### config.mk
export PLATFORM = sky130hd
export DESIGN_NAME = l2_req_noc_packer_flat
export DESIGN_NICKNAME = d
export VERILOG_FILES = /design/src/rtl/l2_req_noc_packer_if.sv /design/src/rtl/l2_req_noc_packer.sv /design/src/flat_wrapper.sv
export SDC_FILE = /design/constraint.sdc
export NUM_CORES = 1
export LEC_CHECK = 0
export BUFFER_PORTS_ARGS = -buffer_cell sky130_fd_sc_hd__buf_2
export CAP_MARGIN = 40
export CORE_ASPECT_RATIO = 0.7
export CORE_MARGIN = 2
export CORE_UTILIZATION = 60
export CTS_CLUSTER_SIZE = 20
export DETAILED_ROUTE_END_ITERATION = 12
export MAX_ROUTING_LAYER = met4
export PLACE_DENSITY_LB_ADDON = 0.15
export SETUP_SLACK_MARGIN = 0.02
export SLEW_MARGIN = 20
export SYNTH_ARGS = -nofsm -noshare
export SYNTH_HDL_FRONTEND = slang
export SYNTH_SLANG_ARGS = --single-unit
### constraint.sdc
create_clock -name clk -period 5.7 [get_ports clk]
set_clock_uncertainty 0.1 [all_clocks]
set_input_delay 1.425 -clock clk [delete_from_list [all_inputs] [get_ports clk]]
set_output_delay 1.425 -clock clk [all_outputs]
set_load 0.02 [all_outputs]
### src/rtl/l2_req_noc_packer_if.sv
// l2_req_noc_packer_if: request-in handshake (req_*), static tile ids, flit-out handshake (flit_*) and pkt_cnt of the L2 request NoC packer
interface l2_req_noc_packer_if #(
  parameter int LINE_ADDR_W    = 28,
  parameter int WORD_W         = 64,
  parameter int WORDS_PER_LINE = 2,
  parameter int HPROT_W        = 2,
  parameter int TILE_ID_W      = 3
);
  logic                             req_valid;
  logic                             req_ready;
  logic [1:0]                       req_coh_msg;
  logic [HPROT_W-1:0]               req_hprot;
  logic [LINE_ADDR_W-1:0]           req_addr;
  logic [WORD_W*WORDS_PER_LINE-1:0] req_line;
  logic [TILE_ID_W-1:0]             local_x;
  logic [TILE_ID_W-1:0]             local_y;
  logic [TILE_ID_W-1:0]             home_x;
  logic [TILE_ID_W-1:0]             home_y;
  logic                             flit_valid;
  logic                             flit_ready;
  logic [WORD_W-1:0]                flit_data;
  logic                             flit_tail;
  logic [15:0]                      pkt_cnt;
  modport slave (
    input  req_valid, req_coh_msg, req_hprot, req_addr, req_line,
    input  local_x, local_y, home_x, home_y, flit_ready,
    output req_ready, flit_valid, flit_data, flit_tail, pkt_cnt
  );
  modport master (
    output req_valid, req_coh_msg, req_hprot, req_addr, req_line,
    output local_x, local_y, home_x, home_y, flit_ready,
    input  req_ready, flit_valid, flit_data, flit_tail, pkt_cnt
  );
endinterface

### src/rtl/l2_req_noc_packer.sv
// l2_req_noc_packer: serializes one coherence request (bus.req_*) into header/address/[PutM data] NoC flits (bus.flit_*), counting packets in bus.pkt_cnt; clk, sync active-high rst
module l2_req_noc_packer #(
  parameter int LINE_ADDR_W    = 28,
  parameter int OFFSET_W       = 4,
  parameter int WORD_W         = 64,
  parameter int WORDS_PER_LINE = 2,
  parameter int HPROT_W        = 2,
  parameter int TILE_ID_W      = 3
) (
  input logic clk,
  input logic rst,
  l2_req_noc_packer_if.slave bus
);
  localparam int CW = $clog2(WORDS_PER_LINE);
  localparam int HDR_W = 4*TILE_ID_W + 5 + HPROT_W;
  localparam logic [1:0] PUTM = 2'd3;
  typedef enum logic [1:0] {IDLE, HDR, ADDR, DATA} state_e;
  state_e                           state_q, state_d;
  logic [CW-1:0]                    cnt_q, cnt_d;
  logic [1:0]                       msg_q;
  logic [HPROT_W-1:0]               hprot_q;
  logic [LINE_ADDR_W-1:0]           addr_q;
  logic [WORD_W*WORDS_PER_LINE-1:0] line_q;
  logic [15:0]                      pkt_cnt_q;
  logic [WORD_W-1:0]                hdr_flit, addr_flit, word_flit;
  logic                             tail, flit_hs, tail_hs, accept;
  assign hdr_flit  = {{(WORD_W-HDR_W){1'b0}}, hprot_q, 3'b000, msg_q,
                      bus.home_y, bus.home_x, bus.local_y, bus.local_x};
  assign addr_flit = {{(WORD_W-LINE_ADDR_W-OFFSET_W){1'b0}}, addr_q, {OFFSET_W{1'b0}}};
  assign word_flit = line_q[cnt_q*WORD_W +: WORD_W];
  always_comb begin
    tail    = (state_q == ADDR && msg_q != PUTM) ||
              (state_q == DATA && cnt_q == CW'(WORDS_PER_LINE-1));
    flit_hs = state_q != IDLE && bus.flit_ready;
    tail_hs = flit_hs && tail;
    accept  = bus.req_valid && (state_q == IDLE || tail_hs);
    state_d = accept ? HDR : tail_hs ? IDLE : !flit_hs ? state_q :
              state_q == HDR ? ADDR : DATA;
    cnt_d   = !flit_hs ? cnt_q : state_q == ADDR ? '0 :
              state_q == DATA ? cnt_q + 1'b1 : cnt_q;
  end
  assign bus.req_ready  = state_q == IDLE || tail_hs;
  assign bus.flit_valid = state_q != IDLE;
  assign bus.flit_tail  = tail;
  assign bus.flit_data  = state_q == HDR ? hdr_flit : state_q == ADDR ? addr_flit :
                          state_q == DATA ? word_flit : '0;
  assign bus.pkt_cnt    = pkt_cnt_q;
  always_ff @(posedge clk) begin
    if (rst) begin
      state_q   <= IDLE;
      cnt_q     <= '0;
      msg_q     <= '0;
      hprot_q   <= '0;
      addr_q    <= '0;
      line_q    <= '0;
      pkt_cnt_q <= '0;
    end else begin
      state_q <= state_d;
      cnt_q   <= cnt_d;
      if (accept) begin
        msg_q   <= bus.req_coh_msg;
        hprot_q <= bus.req_hprot;
        addr_q  <= bus.req_addr;
        line_q  <= bus.req_line;
      end
      if (tail_hs) pkt_cnt_q <= pkt_cnt_q + 16'd1;
    end
  end
endmodule

### src/flat_wrapper.sv
// flat-port wrapper written by rule: the top's interface ports become plain ports
module l2_req_noc_packer_flat 
#(
  parameter int LINE_ADDR_W    = 28,
  parameter int OFFSET_W       = 4,
  parameter int WORD_W         = 64,
  parameter int WORDS_PER_LINE = 2,
  parameter int HPROT_W        = 2,
  parameter int TILE_ID_W      = 3
)
  (clk, rst, bus_req_valid, bus_req_coh_msg, bus_req_hprot, bus_req_addr, bus_req_line, bus_local_x, bus_local_y, bus_home_x, bus_home_y, bus_flit_ready, bus_req_ready, bus_flit_valid, bus_flit_data, bus_flit_tail, bus_pkt_cnt);
  l2_req_noc_packer_if #(.LINE_ADDR_W(LINE_ADDR_W), .WORD_W(WORD_W), .WORDS_PER_LINE(WORDS_PER_LINE), .HPROT_W(HPROT_W), .TILE_ID_W(TILE_ID_W)) bus_i ();
  input logic clk;
  input logic rst;
  input wire logic [$bits(bus_i.req_valid)-1:0] bus_req_valid;
  input wire logic [$bits(bus_i.req_coh_msg)-1:0] bus_req_coh_msg;
  input wire logic [$bits(bus_i.req_hprot)-1:0] bus_req_hprot;
  input wire logic [$bits(bus_i.req_addr)-1:0] bus_req_addr;
  input wire logic [$bits(bus_i.req_line)-1:0] bus_req_line;
  input wire logic [$bits(bus_i.local_x)-1:0] bus_local_x;
  input wire logic [$bits(bus_i.local_y)-1:0] bus_local_y;
  input wire logic [$bits(bus_i.home_x)-1:0] bus_home_x;
  input wire logic [$bits(bus_i.home_y)-1:0] bus_home_y;
  input wire logic [$bits(bus_i.flit_ready)-1:0] bus_flit_ready;
  output wire logic [$bits(bus_i.req_ready)-1:0] bus_req_ready;
  output wire logic [$bits(bus_i.flit_valid)-1:0] bus_flit_valid;
  output wire logic [$bits(bus_i.flit_data)-1:0] bus_flit_data;
  output wire logic [$bits(bus_i.flit_tail)-1:0] bus_flit_tail;
  output wire logic [$bits(bus_i.pkt_cnt)-1:0] bus_pkt_cnt;
  assign bus_i.req_valid = bus_req_valid;
  assign bus_i.req_coh_msg = bus_req_coh_msg;
  assign bus_i.req_hprot = bus_req_hprot;
  assign bus_i.req_addr = bus_req_addr;
  assign bus_i.req_line = bus_req_line;
  assign bus_i.local_x = bus_local_x;
  assign bus_i.local_y = bus_local_y;
  assign bus_i.home_x = bus_home_x;
  assign bus_i.home_y = bus_home_y;
  assign bus_i.flit_ready = bus_flit_ready;
  assign bus_req_ready = bus_i.req_ready;
  assign bus_flit_valid = bus_i.flit_valid;
  assign bus_flit_data = bus_i.flit_data;
  assign bus_flit_tail = bus_i.flit_tail;
  assign bus_pkt_cnt = bus_i.pkt_cnt;
  l2_req_noc_packer #(.LINE_ADDR_W(LINE_ADDR_W), .OFFSET_W(OFFSET_W), .WORD_W(WORD_W), .WORDS_PER_LINE(WORDS_PER_LINE), .HPROT_W(HPROT_W), .TILE_ID_W(TILE_ID_W)) u_core (.clk(clk), .rst(rst), .bus(bus_i));
endmodule
==> results.sh <==
export IMPL_worstHoldStart="u_core.bus.pkt_cnt[15]"
export IMPL_root_buffer="clkbuf_16"
export IMPL_synthCells=1410
export IMPL_cap_viol_max_count=0
export IMPL_status="finished clean"
export IMPL_sw_frac_of_total_pct=30.5
export IMPL_cp_arrival_ps=2280
export IMPL_cts_setup_buffers=0
export IMPL_fin_hold_ws_ps=380
export IMPL_finalCritPeriodShare_pct=66.8
export IMPL_grt_overflow_total=0
export IMPL_drtPass1Iterations=8
export IMPL_yosysSeqAreaShare_pct=29.2
export IMPL_path_cells="buf_2, a21bo_2, a21oi_4, a41o_1, buf_2"
export IMPL_synth_area_um2=12300
export IMPL_route_detailed_drc=0
export IMPL_core_area_um2=19900
export IMPL_synth_edf_count=0
export IMPL_grt_pass1_vias=10477
export IMPL_numPortBuffers=258
export IMPL_cp_start_kind="input pin"
export IMPL_synth_top_cell_by_area="dfxtp_1"
export IMPL_final_max_slew_violation_count=0
export IMPL_fin_tns_setup_ps=0
export IMPL_fp_dieW_um=175
export IMPL_synth_common_cells="nand3b_1, nand2_1, dfxtp_1, mux2_2, o221ai_1"
export IMPL_hold_path_end="u_core.bus.pkt_cnt[15]"
export IMPL_timing_final_crit_period_ps=3810
export IMPL_drive_gt1_share_pct=31.1
export IMPL_worstReg2RegStart="u_core.state_q[0]"
export IMPL_num_rows=43
export IMPL_cts_sinks=179
export IMPL_multi_input_area_um2=7980
export IMPL_yosys_area_share_adder_pct=0.102
export IMPL_worstSetupEndpointType="primary output"
export IMPL_grtUsageTotal_pct=30.5
export IMPL_finalHoldViolCount=0
export IMPL_start_util_pct=61.6
export IMPL_p_leak_uw=0.00499
export IMPL_wl_mm=33.3
export IMPL_synthSimpleGateAreaFrac_pct=28.9
export IMPL_ys_top_cells_by_area="dfxtp_1, nand3b_1, mux2_2, o221ai_1, nand2_1"
export IMPL_power_density_nw_per_um2=241
export IMPL_criticalPathCategory="in2out"
export IMPL_synthMuxAreaShare_pct=20.1
export IMPL_fillCellCount=1651
export IMPL_die_h_um=124
export IMPL_clk_latency_ps=440
export IMPL_synth_most_common_cell="nand3b_1"
export IMPL_max_freq_mhz=263
export IMPL_irDropWorstVdd_mv=0.177
export IMPL_hold_buffers=0
export IMPL_rsz0062_at_grt="false"
export IMPL_cpMostUsedCell="buf_2"
export IMPL_cts_resized=0
export IMPL_place_hpwl_mm=20.9
export IMPL_p_sw_uw=1040
export IMPL_vias=11464
export IMPL_dieArea_um2=21600
export IMPL_cts_made_buffers=17
export IMPL_clk_pin_slew_ps=80
export IMPL_holdCritPathClass="reg2reg"
export IMPL_async_flop_share_pct=0
export IMPL_avgSynthCellArea_um2=8.70
export IMPL_max_stage_delay_ps=260
export IMPL_r2r_end="u_core.line_q[98]"
export IMPL_worst_pin_slew_ps=985
export IMPL_ys_warn_count=0
export IMPL_comb_power_share_pct=20.5
export IMPL_first_iter_violations=1211
export IMPL_synth_seq_cells=179
export IMPL_crit_path_top_delay_cell="a21bo_2"
export IMPL_ys_flop_type="dfxtp_1"
export IMPL_area_growth_pct=15.0
export IMPL_wire_per_inst_um=18.2
export IMPL_synthXorXnorAreaFrac_pct=0.214
export IMPL_critPathMaxFanout=7
export IMPL_antenna_found_initial=8
export IMPL_yosys_area_top_type_share_pct=29.2
export IMPL_synth_top_family_by_area="simple AND/OR/NAND/NOR gates"
export IMPL_cts_max_level=4
export IMPL_r2r_slack_ps=3200
export IMPL_ant_nets=0
export IMPL_syn_nets=1587
export IMPL_cts_buffer_depth=2
export IMPL_slew_headroom_pct=34.4
export IMPL_clkPwrFrac_pct=36.8
export IMPL_nets=1712
export IMPL_synth_compound_area_share_pct=15.8
export IMPL_regArea_um2=3590
export IMPL_hold_path_depth=2
export IMPL_grt_max_degree=217
export IMPL_gp_congestion=0.844
export IMPL_num_io_pins=259
export IMPL_cp_required_ps=4180
export IMPL_ys_types=40
export IMPL_p_seq_share_pct=42.8
export IMPL_via_per_inst=6.28
export IMPL_grt_pass1_wl_mm=52.6
export IMPL_ff2ff_path_depth=6
export IMPL_p_int_uw=2370
export IMPL_setup_viol=0
export IMPL_cts_tree="built"
critical path, delay by kind of cell:
family                 cells  cell delay (ps)
buffers and inverters      2              300
AOI/OAI and AO/OA          3              560
state kept, by name, summed over array words and instances, names as in the netlist:
name / cells
u_core.addr_q: 28
u_core.state_q: 2
u_core.hprot_q: 2
u_core.cnt_q: 1
u_core.line_q: 128
u_core.bus.pkt_cnt: 16
u_core.msg_q: 2
layout by cell type, fill, tap and decap left out, types with 2 or more instances in the layout:
cell / instances
inv_1: 3
or3_1: 4
mux2_2: 161
nand3_1: 2
or3_2: 3
nand4_1: 4
o21ai_0: 7
a22o_1: 12
diode_2: 7
dfxtp_1: 176
nand3b_1: 321
buf_4: 12
inv_8: 3
and3_1: 3
clkinvlp_4: 2
mux2i_1: 65
o211a_1: 20
nor2_1: 53
nor3_1: 3
buf_12: 4
xnor2_1: 2
bufinv_16: 2
o221ai_1: 160
or4_1: 4
nor2b_1: 2
o31ai_1: 4
buf_16: 3
nand2_1: 189
clkbuf_16: 17
dfxtp_2: 2
a21oi_1: 25
inv_6: 6
buf_2: 256
cell families (layout without fill, tap and decap cells):
group | after synthesis | in the layout
other cells | 0 | 7
simple gates | 595 | 595
buf+inv | 174 | 312
fa+ha+maj | 1 | 1
flops | 179 | 179
compound gates | 232 | 232
mux | 226 | 226
xor+xnor | 3 | 3
stage by stage:
step           util [%]  worst slack, ps  cell area [um^2]  total power, uW  instances
5_1_grt            70.9             1820             14100             3550       1825
2_1_floorplan         -             1720             12300             1980       1410
3_3_place_gp       67.2             1890             13400             2140       1782
3_5_place_dp       67.7             1890             13500             2170       1786
4_1_cts            70.8             1880             14100             3410       1818
6_report           70.9             1890             14100             3410       1825
layout make-up:
| class | count | area share, % |
|---|---|---|
| Multi-Input combinational cell | 1057 | 56.6 |
| Sequential cell | 179 | 25.4 |
| Timing Repair Buffer | 276 | 11.0 |
| Clock buffer | 17 | 3.02 |
| Tap cell | 270 | 2.39 |
| Clock inverter | 15 | 1.32 |
| Inverter | 4 | 0.124 |
| Antenna cell | 7 | 0.124 |
power by group through the flow:
| stage | Sequential [uW] | Clock [uW] | Combinational, uW |
|---|---|---|---|
| final | 1460 | 1250 | 697 |
| after global routing | 1470 | 1310 | 761 |
| after CTS | 1450 | 1260 | 695 |
| after detailed placement | 1480 | 0 | 690 |
| after global placement | 1480 | 0 | 665 |
| after floorplan | 1450 | 0 | 525 |
worst max path at each step:
stage | startpoint | end | slack, ps | depth (start not counted)
finish | bus_flit_ready | bus_req_ready | 1890 | 5
global route | bus_flit_ready | bus_req_ready | 1820 | 5
floorplan | bus_flit_ready | bus_req_ready | 1720 | 5
detailed placement | bus_flit_ready | bus_req_ready | 1890 | 5
global placement | bus_flit_ready | bus_req_ready | 1890 | 5
CTS | bus_flit_ready | bus_req_ready | 1880 | 5
per-layer routing:
layer | wire length, um | vias up | track usage, %
met5 | 0 | - | -
li1 | - | 5537 | -
met4 | 578 | 0 | 8.49
met2 | 15600 | 335 | 47.8
met3 | 1870 | 47 | 5.16
met1 | 15200 | 5545 | 41.0
Note: power is estimated with default switching activity, not from simulation.
